File: config.mk
export PLATFORM = sky130hd
export DESIGN_NAME = keypad_scan_ctrl
export DESIGN_NICKNAME = d
export VERILOG_FILES = /design/src/rtl/keypad_scan_ctrl.sv
export SDC_FILE = /design/constraint.sdc
export NUM_CORES = 1
export LEC_CHECK = 0
export BUFFER_PORTS_ARGS = -buffer_cell sky130_fd_sc_hd__buf_4
export CORE_ASPECT_RATIO = 0.6
export CORE_MARGIN = 8
export CORE_UTILIZATION = 60
export DETAILED_ROUTE_END_ITERATION = 8
export GPL_TIMING_DRIVEN = 0
export PLACE_DENSITY_LB_ADDON = 0.2
export SKIP_LAST_GASP = 1
export SLEW_MARGIN = 5
export SYNTH_ARGS = -nofsm -noshare
export SYNTH_HDL_FRONTEND = slang
export SYNTH_SLANG_ARGS = --single-unit
File: constraint.sdc
create_clock -name clk -period 3.41 [get_ports clk]
set_clock_uncertainty 0.2 [all_clocks]
set_input_delay 0.682 -clock clk [delete_from_list [all_inputs] [get_ports clk]]
set_output_delay 0.682 -clock clk [all_outputs]
set_load 0.005 [all_outputs]
File: src/rtl/keypad_scan_ctrl.sv
`default_nettype none
// ============================================================================
// Module   : keypad_scan_ctrl
// Purpose  : 4x4 hex keypad scanner. Walks a one-hot column strobe and
//            samples the row lines through a two-flop synchronizer. Press and
//            release are debounced, and the key is encoded to a hex code.
//            The code is offered downstream on a valid/ack handshake, with a
//            sticky overrun flag.
// Ports    : clk       - system clock, rising edge
//            rst       - asynchronous active-high reset
//            row_in    - raw row lines (asynchronous), 1 = key closed
//            col_out   - one-hot column drive
//            key_code  - hex code of the last accepted key
//            key_valid - key_code holds an unacknowledged key
//            key_ack   - consumer takes key_code (only while key_valid=1)
//            overrun   - sticky: a key was accepted while one was pending
// Revision : 1.0 - initial release
// ============================================================================
module keypad_scan_ctrl #(
    parameter int SCAN_DIV     = 16,   // dwell cycles per column (>= 4)
    parameter int DEBOUNCE_CYC = 1000  // stable cycles to accept press/release
) (
    input  logic       clk,
    input  logic       rst,
    input  logic [3:0] row_in,
    output logic [3:0] col_out,
    output logic [3:0] key_code,
    output logic       key_valid,
    input  logic       key_ack,
    output logic       overrun
);

    localparam int c_DWELL_W = (SCAN_DIV > 1) ? $clog2(SCAN_DIV) : 1;
    localparam int c_DEB_W   = $clog2(DEBOUNCE_CYC + 1);

    localparam logic [c_DWELL_W-1:0] c_DWELL_LAST = c_DWELL_W'(SCAN_DIV - 1);
    localparam logic [c_DWELL_W-1:0] c_DWELL_ONE  = c_DWELL_W'(1);
    localparam logic [c_DEB_W-1:0]   c_DEB_DONE   = c_DEB_W'(DEBOUNCE_CYC);
    localparam logic [c_DEB_W-1:0]   c_DEB_ONE    = c_DEB_W'(1);

    localparam logic [1:0] c_ST_SCAN      = 2'd0;
    localparam logic [1:0] c_ST_DEB_PRESS = 2'd1;
    localparam logic [1:0] c_ST_HELD      = 2'd2;
    localparam logic [1:0] c_ST_DEB_REL   = 2'd3;

    // Registers
    logic [3:0]           r_row_m;     // synchronizer first stage
    logic [3:0]           r_row_s;     // synchronizer second stage
    logic [3:0]           r_col;
    logic [1:0]           r_col_idx;
    logic [c_DWELL_W-1:0] r_dwell;
    logic [c_DEB_W-1:0]   r_deb;
    logic [3:0]           r_row_l;
    logic [1:0]           r_col_l;
    logic [1:0]           r_state;
    logic [3:0]           r_key_code;
    logic                 r_key_valid;
    logic                 r_overrun;

    // Combinational helpers
    logic                 w_row_match;
    logic [c_DEB_W-1:0]   w_deb_inc;
    logic                 w_deb_full;
    logic                 w_accept;
    logic                 w_ack_take;

    // Lowest-indexed pressed row wins when several rows are closed.
    function automatic logic [3:0] f_encode(input logic [3:0] row, input logic [1:0] col);
        logic [1:0] r;
        logic [3:0] code;
        r = 2'd3;
        if (row[2]) r = 2'd2;
        if (row[1]) r = 2'd1;
        if (row[0]) r = 2'd0;
        case ({r, col})
            4'b00_00: code = 4'h1;
            4'b00_01: code = 4'h2;
            4'b00_10: code = 4'h3;
            4'b00_11: code = 4'hA;
            4'b01_00: code = 4'h4;
            4'b01_01: code = 4'h5;
            4'b01_10: code = 4'h6;
            4'b01_11: code = 4'hB;
            4'b10_00: code = 4'h7;
            4'b10_01: code = 4'h8;
            4'b10_10: code = 4'h9;
            4'b10_11: code = 4'hC;
            4'b11_00: code = 4'hE;
            4'b11_01: code = 4'h0;
            4'b11_10: code = 4'hF;
            default:  code = 4'hD;
        endcase
        return code;
    endfunction

    assign w_row_match = (r_row_s == r_row_l);
    assign w_deb_inc   = r_deb + c_DEB_ONE;
    assign w_deb_full  = (w_deb_inc == c_DEB_DONE);
    // The edge that completes press debounce is the acceptance edge.
    assign w_accept    = (r_state == c_ST_DEB_PRESS) && w_row_match && w_deb_full;
    assign w_ack_take  = r_key_valid && key_ack;

    // Two-flop synchronizer for the asynchronous row lines.
    always_ff @(posedge clk or posedge rst) begin
        if (rst) begin
            r_row_m <= 4'd0;
            r_row_s <= 4'd0;
        end else begin
            r_row_m <= row_in;
            r_row_s <= r_row_m;
        end
    end

    // Scan / debounce state machine.
    always_ff @(posedge clk or posedge rst) begin
        if (rst) begin
            r_state   <= c_ST_SCAN;
            r_col     <= 4'b0001;
            r_col_idx <= 2'd0;
            r_dwell   <= '0;
            r_deb     <= '0;
            r_row_l   <= 4'd0;
            r_col_l   <= 2'd0;
        end else begin
            case (r_state)
                c_ST_SCAN: begin
                    if (r_dwell == c_DWELL_LAST) begin
                        r_dwell <= '0;
                        if (r_row_s != 4'd0) begin
                            // Column stays frozen while the key is qualified.
                            r_row_l <= r_row_s;
                            r_col_l <= r_col_idx;
                            r_deb   <= '0;
                            r_state <= c_ST_DEB_PRESS;
                        end else begin
                            r_col     <= {r_col[2:0], r_col[3]};
                            r_col_idx <= r_col_idx + 2'd1;
                        end
                    end else begin
                        r_dwell <= r_dwell + c_DWELL_ONE;
                    end
                end
                c_ST_DEB_PRESS: begin
                    if (!w_row_match) begin
                        // Bounce: rescan the same column from a fresh dwell.
                        r_dwell <= '0;
                        r_state <= c_ST_SCAN;
                    end else if (w_deb_full) begin
                        r_deb   <= '0;
                        r_state <= c_ST_HELD;
                    end else begin
                        r_deb <= w_deb_inc;
                    end
                end
                c_ST_HELD: begin
                    if (r_row_s == 4'd0) begin
                        r_deb   <= '0;
                        r_state <= c_ST_DEB_REL;
                    end
                end
                default: begin // c_ST_DEB_REL
                    if (r_row_s != 4'd0) begin
                        r_deb   <= '0;
                        r_state <= c_ST_HELD;
                    end else if (w_deb_full) begin
                        r_deb     <= '0;
                        r_dwell   <= '0;
                        r_col     <= {r_col[2:0], r_col[3]};
                        r_col_idx <= r_col_idx + 2'd1;
                        r_state   <= c_ST_SCAN;
                    end else begin
                        r_deb <= w_deb_inc;
                    end
                end
            endcase
        end
    end

    // Output handshake. An acceptance with ack in the same cycle hands the
    // old code over cleanly, so it is not an overrun.
    always_ff @(posedge clk or posedge rst) begin
        if (rst) begin
            r_key_code  <= 4'h0;
            r_key_valid <= 1'b0;
            r_overrun   <= 1'b0;
        end else begin
            if (w_accept) begin
                r_key_code <= f_encode(r_row_l, r_col_l);
            end

            if (w_accept) begin
                r_key_valid <= 1'b1;
            end else if (w_ack_take) begin
                r_key_valid <= 1'b0;
            end

            if (w_accept && r_key_valid && !key_ack) begin
                r_overrun <= 1'b1;
            end else if (w_ack_take) begin
                r_overrun <= 1'b0;
            end
        end
    end

    assign col_out   = r_col;
    assign key_code  = r_key_code;
    assign key_valid = r_key_valid;
    assign overrun   = r_overrun;

endmodule
`default_nettype wire
==> metrics.md, run 1 <==
| Metric | Value |
|---|---|
| Remaining global-route overflow | `0` |
| Leak | `0.00118 uW` |
| Synth top area cells | `dfrtp_1 45%, mux2_2 5.9%, ha_1 5.4%` |
| Post-detailed-route count of antenna-violating nets | `0` |
| #FFs+latches synth | `42` |
| WL per Instance | `17.0 um` |
| Period minus WS final | `2.33 ns` |
| Mean area per synthesized cell | `11.5 um^2` |
| Pins Over Slew Limit | `0` |
| Fin. Hold Viols | `0` |
| Vias in the first global route | `1587` |
| Met3 wire length | `330 um` |
| Mapped Cells | `200` |
| Status | `finished, final reports clean` |
| Design area | `2590 um^2` |
| Synthesized cell area | `2300 um^2` |
| Prevailing post-synth register cell | `dfrtp_1` |
| Die X | `95.9 um` |
| # rows | `17` |
| Antenna fix cells | `0` |
| Initial antenna violation count | `0` |
| Bufs on Longest Clock Path | `2` |
| Period utilisation layout | `68.2%` |
| Wirelength, routed | `4620 um` |
| RSZ-0062 raised after global routing | `false` |
| Max-cap violation count | `0` |
| Vias/cell | `5.99` |
| Crit-path max FO | `7` |
| Total negative slack | `0 ns` |
| Combinational cell fraction of total power | `36.6%` |
| Syn_nets | `217` |
| First-pass GRT wire length | `7620 um` |
| CTS tree | `done` |
| Ys async rst share | `100%` |
| Routability cong. | `0.878` |
| HPWL after detailed placement | `3390 um` |
| Reg2Reg Depth | `6` |
| Fmax | `430 MHz` |
| Seq/Total Area, Yosys | `45.8%` |
| Startpoint types | `register` |
| WP data required | `3.39 ns` |
| R2R setup slack | `1.08 ns` |
| Routed met1 length | `2220 um` |
| CTS root buffer | `clkbuf_8` |
| Final Power | `1600 uW` |
| Sw Pwr | `565 uW` |
| DR vias | `1624` |
| Power density over the cells | `617 nW/um^2` |
| GRT Overall Usage | `16.1%` |
| Clock transition at path regs | `0.08 ns` |
| Worst VDD drop | `0.335 mV` |
| Initial core utilization | `62.5%` |
| Setup violators final | `0` |
| Number of H-tree levels | `2` |
| Layout cells sized above 1 | `28.1%` |
| Layout area overhead | `12.6%` |
| PortBufs | `16` |
| Hold Buf Count CTS | `0` |
| Critical Path AT | `2.31 ns` |
| Met2 routed WL | `2010 um` |
| Crit path capture | `r_deb[7]` |
| DR iter-0 viols | `187` |
| Power Internal | `1030 uW` |
| Drt pass-1 iters | `4` |
| Reg2reg end | `r_deb[7]` |
| Fin nets | `240` |
| DRC Markers | `0` |
| Setup CP Type | `register to register` |
| Netlist cell types | `58` |
| Largest net degree at the start of global routing | `43` |
| Clk sinks | `42` |
| Core area | `3680 um^2` |
| Post CTS Setup Buffer Count | `0` |
| # IOs | `17` |
| Setup crit end kind | `register` |
| Clock latency on the worst-skew pair | `0.30 ns` |
| Yosys top cell area share | `44.6%` |
| Slew HR | `42.9%` |
| Least-Margin Pin Slew | `0.856 ns` |
| Worst r2r src | `r_deb[0]` |
| Die ar. | `6130 um^2` |
| Highest routed layer | `met4` |
| Die height | `64.0 um` |
| Synth warn | `0` |
| Post-synth top area cell | `dfrtp_1` |
| Seq pwr share | `39.0%` |
| Net Sw Frac | `35.4%` |
| Clock share of power | `24.4%` |
| Post-synth EDFFs | `0` |
| Hold Crit Class | `register to register` |
| Num CTS Buffers | `5` |
| Crit path from | `r_deb[0]` |
| DP Area | `2480 um^2` |
| CTS resizes | `0` |
routing by layer:
metal | global-route usage, % | vias to the layer above
met4 | 5.71 | 0
met2 | 22.7 | 62
met5 | 0 | -
met1 | 22.5 | 779
met3 | 5.24 | 8
li1 | - | 775
layout by cell type, fill, tap and decap left out, types with 2 or more instances in the layout:
cell type	count
dfrtp_1	41
buf_4	16
nand2_1	15
mux2_2	12
inv_1	10
a21oi_1	10
ha_1	10
nand3_1	8
o21ai_0	7
nor2_1	7
clkbuf_8	6
xor2_1	4
a22o_1	4
mux2_4	4
mux2i_1	4
o31ai_1	4
clkbuf_1	3
and3_1	3
buf_6	2
buf_2	2
nand2_4	2
nand4_1	2
o211ai_1	2
o21ai_1	2
o311ai_2	2
o22ai_1	2
nor3_1	2
nor2b_1	2
xnor2_1	2
o21bai_1	2
state kept, by name, summed over array words and instances (netlist names):
register	cells
key_code	4
r_row_l	4
r_col_idx	2
r_row_s	4
overrun	1
col_out	4
r_state	2
key_valid	1
r_deb	10
r_row_m	4
r_dwell	4
r_col_l	2
power by group through the flow:
stage	clock network, uW	logic [uW]	registers (uW)
6_report	390	584	623
4_1_cts	402	579	621
2_1_floorplan	0	473	613
3_3_place_gp	0	547	624
3_5_place_dp	0	577	629
5_1_grt	428	630	633
cell type report:
class | instances | area [um^2]
Sequential cell | 42 | 1050
Buffer | 7 | 53.8
Multi-Input combinational cell | 140 | 1150
Inverter | 11 | 41.3
Clock buffer | 6 | 72.6
Timing Repair Buffer | 16 | 120
Clock inverter | 2 | 37.5
Tap cell | 47 | 58.8
Fill cell | 256 | 1090
worst min-delay path by stage:
stage / slack [ns] / start / endpoint / depth (start not counted)
final: 0.15 / r_row_m[0] / r_row_s[0] / 0
after floorplan: 0.13 / r_row_m[0] / r_row_s[0] / 0
after detailed placement: 0.13 / r_row_m[0] / r_row_s[0] / 0
after global placement: 0.13 / r_row_m[2] / r_row_s[2] / 0
after CTS: 0.15 / r_row_m[0] / r_row_s[0] / 0
after global routing: 0.16 / r_row_m[0] / r_row_s[0] / 0
cells in the mapped netlist (all sizes together) (5+ instances only):
| cell type | instances |
|---|---|
| dfrtp | 41 |
| nand2 | 17 |
| mux2 | 16 |
| inv | 11 |
| a21oi | 10 |
| ha | 10 |
| o21ai | 10 |
| nand3 | 8 |
| nor2 | 8 |
| mux2i | 5 |
critical path, cell delays in order (launching register included):
cell,delay (ns)
dfrtp_1,0.46
ha_1,0.25
and3_1,0.27
o211ai_1,0.22
o21ai_1,0.36
nor2_1,0.15
a221o_1,0.31
cell families (layout without fill, tap and decap cells):
| family | count (synthesis) | in the layout | share of synthesized area, % |
|---|---|---|---|
| AO/OA/AOI/OAI | 50 | 50 | 17.2 |
| XOR/XNOR | 6 | 6 | 2.29 |
| adder cells (fa/ha/maj) | 10 | 10 | 5.44 |
| buffers and inverters | 18 | 42 | 4.13 |
| flip-flops | 42 | 42 | 45.8 |
| multiplexers | 21 | 21 | 11.2 |
| AND/OR/NAND/NOR | 53 | 53 | 14.0 |
per-stage QoR:
| stage | setup WS (ns) | hold WS (ns) | instances | util, % |
|---|---|---|---|---|
| after floorplan | 1.39 | 0.131 | 200 | - |
| after global placement | 1.08 | 0.133 | 263 | 67.4 |
| after detailed placement | 1.18 | 0.135 | 263 | 67.4 |
| after CTS | 1.15 | 0.153 | 271 | 70.4 |
| after global routing | 0.971 | 0.160 | 271 | 70.4 |
| final | 1.08 | 0.152 | 271 | 70.4 |
Power figures use the tool's default switching activity.
==> inputs of run 2 (changes only) <==
Settings changed: CORE_UTILIZATION 60 to 59.
Clock period 3.41 ns to 2.15 ns, I/O delays scaled along.
==> metrics.md, run 2 (synthesized netlist as in run 1, its figures left out) <==
| Metric | Value |
|---|---|
| Hold Crit Class | `input pin to register` |
| Slew HR | `42.0%` |
| Fmax | `450 MHz` |
| Clock latency on the worst-skew pair | `0.30 ns` |
| Num CTS Buffers | `5` |
| DR vias | `1803` |
| Met2 Use GR | `25.8%` |
| Clock transition at path regs | `0.08 ns` |
| CTS root buffer | `clkbuf_8` |
| Leak | `0.00129 uW` |
| Startpoint types | `register` |
| Post-detailed-route count of antenna-violating nets | `0` |
| Pins Over Slew Limit | `0` |
| CP max-delay cell | `dfrtp_1` |
| Total negative slack | `-0.228 ns` |
| Net Sw Frac | `37.4%` |
| Largest Register | `r_deb` |
| Remaining global-route overflow | `0` |
| Critical path's top delay family | `compound AO/OA/AOI/OAI gates` |
| Power density over the cells | `978 nW/um^2` |
| CTS tree | `done` |
| Seq pwr share | `35.9%` |
| Crit-path max FO | `5` |
| Clock share of power | `23.3%` |
| Die ar. | `6220 um^2` |
| Fin cells | `288` |
| Sw Pwr | `1040 uW` |
| WP data required | `2.14 ns` |
| Fin nets | `257` |
| # IOs | `17` |
| Max-cap violation count | `0` |
| Initial antenna violation count | `0` |
| Least-Margin Pin Slew | `0.868 ns` |
| Place WS | `-0.197 ns` |
| Initial core utilization | `62.1%` |
| Period minus WS final | `2.22 ns` |
| WL per Instance | `19.6 um` |
| HPWL after detailed placement | `3630 um` |
| Setup CP Type | `register to register` |
| DP Area | `2480 um^2` |
| Inst Count DP | `263` |
| Vias in the first global route | `1783` |
| Status | `complete, but fails checks` |
| Core area | `3700 um^2` |
| Crit path buf inv count | `2` |
| Global routing's busiest layer | `met2` |
| Most frequent cells in the layout | `35 x dfrtp_1, 33 x buf_4, 15 x nand2_1` |
| Wirelength, routed | `5650 um` |
| RSZ-0062 raised after global routing | `true` |
| Fin. Hold Viols | `0` |
| Failing checks | `negative setup slack` |
| Commonest non-fill, non-tap cell in the layout | `dfrtp_1` |
| Die X | `96.6 um` |
| Final critical-path setup slack | `-0.0730 ns` |
| Antenna fix cells | `0` |
| Max incr delay on CP | `0.44 ns` |
| Design area | `2850 um^2` |
| Critical Path AT | `2.21 ns` |
| M3 GR Usage | `5.04%` |
| GRT Overall Usage | `16.8%` |
| Period utilisation layout | `103%` |
| Clk sinks | `42` |
| PortBufs | `16` |
| Drt pass-1 iters | `4` |
| DRC Markers | `0` |
| Setup violators final | `6` |
| Worst VDD drop | `0.740 mV` |
| Vias/cell | `6.26` |
| First-pass GRT wire length | `8540 um` |
| Die height | `64.4 um` |
| # rows | `17` |
| DR iter-0 viols | `142` |
| Layout cells sized above 1 | `39.8%` |
| Largest register FFs | `10` |
| Combinational cell fraction of total power | `40.8%` |
| Layout area overhead | `23.8%` |
| Setup crit end kind | `register` |
| Number of H-tree levels | `2` |
| Crit path cell chain | `nand4_1, o211ai_1, buf_4, nor2_4, buf_6, o21ai_4, mux2_2` |
| GR Util met1 | `21.9%` |
| Bufs on Longest Clock Path | `2` |
| Power Internal | `1740 uW` |
| Routability cong. | `0.891` |
| Largest net degree at the start of global routing | `43` |
[run 2: cell types whose count changed in the layout (fill, tap and decap cells not counted), sizes merged]
| cell | previous run | this run |
|---|---|---|
| clkinvlp | 1 | 0 |
| clkinv | 0 | 1 |
| clkbuf | 9 | 7 |
| buf | 20 | 38 |
| inv | 11 | 12 |
[run 2: cell type report]
class	count	area (um^2)
clock buffers	5	68.8
clock inverters	3	43.8
repair buffers	35	270
well taps	47	58.8
inverters	11	41.3
fillers	239	855
multi-input cells	140	1260
plain buffers	5	46.3
flip-flops and latches	42	1060
[run 2: power by group through the flow]
| stage | logic [uW] | clock network, uW | registers (uW) |
|---|---|---|---|
| finish | 1140 | 648 | 998 |
| CTS | 986 | 648 | 987 |
| global route | 1210 | 687 | 1010 |
| detailed placement | 920 | 0 | 1000 |
| floorplan | 750 | 0 | 972 |
| global placement | 867 | 0 | 991 |
[run 2: metal layers]
layer  part of all wire, %  up-vias  wire (um)
met4                   2.6        0        147
met5                     0        -          0
met2                    46      102       2620
li1                      -      808          -
met3                   8.6       18        485
met1                    42      875       2400
[run 2: worst paths after layout]
kind / depth (start not counted) / start / endpoint / slack (ns)
max: 7 / r_deb[6] / col_out[3] / -0.07
min: 1 / row_in[2] / r_row_m[2] / 0.03
max reg2reg: 7 / r_deb[6] / col_out[3] / -0.07
min reg2reg: 0 / r_row_m[0] / r_row_s[0] / 0.16
max in group asynchronous: 2 / rst / r_deb[0] / 1.03
min in group asynchronous: 2 / rst / r_col_idx[1] / 0.11
[run 2: what timing repair did]
| item | in CTS | in global routing |
|---|---|---|
| endpoints found under the hold margin | 0 | 0 |
| resized for setup | 5 | 24 |
| buffers inserted | 7 | 12 |
| hold buffers | 0 | 0 |
| pin swaps | 4 | 10 |
| endpoints found under the setup margin | 23 | 30 |
[run 2: per-stage QoR]
step / util [%] / power (uW) / hold slack, ns
6_report: 76.9 / 2780 / 0.0299
5_1_grt: 76.9 / 2910 / 0.0184
4_1_cts: 72.2 / 2620 / 0.0294
3_5_place_dp: 67.0 / 1920 / 0.139
3_3_place_gp: 67.0 / 1860 / 0.132
2_1_floorplan: - / 1720 / 0.131
==> inputs of run 3 (changes only) <==
Settings changed: REMOVE_ABC_BUFFERS from default to 1, SKIP_CTS_REPAIR_TIMING from default to 1.
==> metrics.md, run 3 (synthesized netlist as in run 1, its figures left out) <==
| Metric | Value |
|---|---|
| Critical Path AT | `2.15 ns` |
| Slew HR | `42.6%` |
| # rows | `17` |
| Crit path cell chain | `nand3_2, o211ai_1, nor2_4, o21ai_4, mux2_2` |
| Drt pass-1 iters | `6` |
| Layout cells sized above 1 | `42.3%` |
| Max incr delay on CP | `0.46 ns` |
| Failing checks | `negative setup slack` |
| # IOs | `17` |
| Clock transition at path regs | `0.08 ns` |
| Power density over the cells | `994 nW/um^2` |
| GRT Overall Usage | `14.7%` |
| Period utilisation layout | `101%` |
| Crit-path max FO | `8` |
| CP max-delay cell | `dfrtp_1` |
| Period minus WS final | `2.18 ns` |
| RSZ-0062 raised after global routing | `true` |
| Hold Crit Class | `input pin to register` |
| Least-Margin Pin Slew | `0.859 ns` |
| Max-cap violation count | `0` |
| Setup crit end kind | `register` |
| Final critical-path setup slack | `-0.0256 ns` |
| Status | `complete, but fails checks` |
| Startpoint types | `register` |
| Largest Register | `r_deb` |
| DR vias | `1750` |
| Die X | `96.6 um` |
| Antenna fix cells | `0` |
| DR iter-0 viols | `190` |
| Pins Over Slew Limit | `0` |
| Core area | `3700 um^2` |
| Routability cong. | `0.872` |
| Critical path's top delay family | `compound AO/OA/AOI/OAI gates` |
| Post-detailed-route count of antenna-violating nets | `0` |
| Initial antenna violation count | `0` |
| Largest net degree at the start of global routing | `43` |
| Crit path buf inv count | `0` |
| First-pass GRT wire length | `7580 um` |
| Leak | `0.00126 uW` |
| WL per Instance | `19.0 um` |
| HPWL after detailed placement | `3310 um` |
| Total negative slack | `-0.0935 ns` |
| Clk sinks | `42` |
| Fin. Hold Viols | `0` |
| Worst VDD drop | `0.641 mV` |
| CTS root buffer | `clkbuf_8` |
| Fillers | `223` |
| Largest register FFs | `10` |
| Num CTS Buffers | `5` |
| Wirelength, routed | `5440 um` |
| Initial core utilization | `62.1%` |
| Commonest non-fill, non-tap cell in the layout | `buf_4` |
| Die ar. | `6220 um^2` |
| Setup CP Type | `register to register` |
| Clock latency on the worst-skew pair | `0.29 ns` |
| Vias in the first global route | `1585` |
| DRC Markers | `0` |
| Multi-input logic area | `1300 um^2` |
| Layout area overhead | `23.8%` |
| CTS tree | `done` |
| Register area | `1060 um^2` |
| WP data required | `2.13 ns` |
| Fin nets | `255` |
| Most frequent cells in the layout | `37 x buf_4, 32 x dfrtp_1, 15 x nand2_1` |
| Remaining global-route overflow | `0` |
| Bufs on Longest Clock Path | `2` |
| Setup violators final | `4` |
| Vias/cell | `6.12` |
| Die height | `64.4 um` |
| PortBufs | `16` |
| Fmax | `460 MHz` |
| Number of H-tree levels | `2` |
| Fin util | `76.9%` |
run 3: report_power, final:
| group | internal (uW) | switching [uW] |
|---|---|---|
| Clock | 342 | 268 |
| Sequential | 890 | 127 |
| Combinational | 558 | 646 |
run 3: final timing paths:
kind / start / endpoint / slack [ns] / cells after the start
min in group asynchronous: rst / r_deb[2] / 0.12 / 2
hold / removal: row_in[3] / r_row_m[3] / 0.04 / 1
max in group asynchronous: rst / r_row_l[0] / 1.03 / 2
setup / recovery: r_deb[2] / col_out[1] / -0.03 / 5
setup reg to reg: r_deb[2] / col_out[1] / -0.03 / 5
hold reg to reg: r_row_m[0] / r_row_s[0] / 0.15 / 0
run 3: metrics by stage:
step | worst slack (ns) | total power [uW] | std cells | hold slack [ns] | area, um^2
final | -0.0256 | 2830 | 286 | 0.0433 | 2850
after global routing | -0.136 | 2960 | 286 | 0.0262 | 2850
after CTS | -0.273 | 2460 | 264 | 0.0349 | 2530
after detailed placement | -0.241 | 1860 | 256 | 0.136 | 2420
after global placement | -0.278 | 1790 | 256 | 0.133 | 2420
after floorplan | 0.113 | 1670 | 193 | 0.131 | 2250
run 3: per-layer routing:
layer	track usage, %	share of wire [%]	vias up
met5	0	0	-
met4	3.43	2.2	0
met3	4.94	7.3	10
met2	23.4	47	71
met1	19.1	44	865
li1	-	-	804
run 3: layout make-up:
type | instances | share of cell area (%)
tap | 47 | 2.07
clock inverter | 3 | 1.41
multi-input combinational | 141 | 45.6
clock buffer | 5 | 2.42
inverter | 11 | 1.45
sequential | 42 | 37.3
timing repair buffer | 37 | 9.75
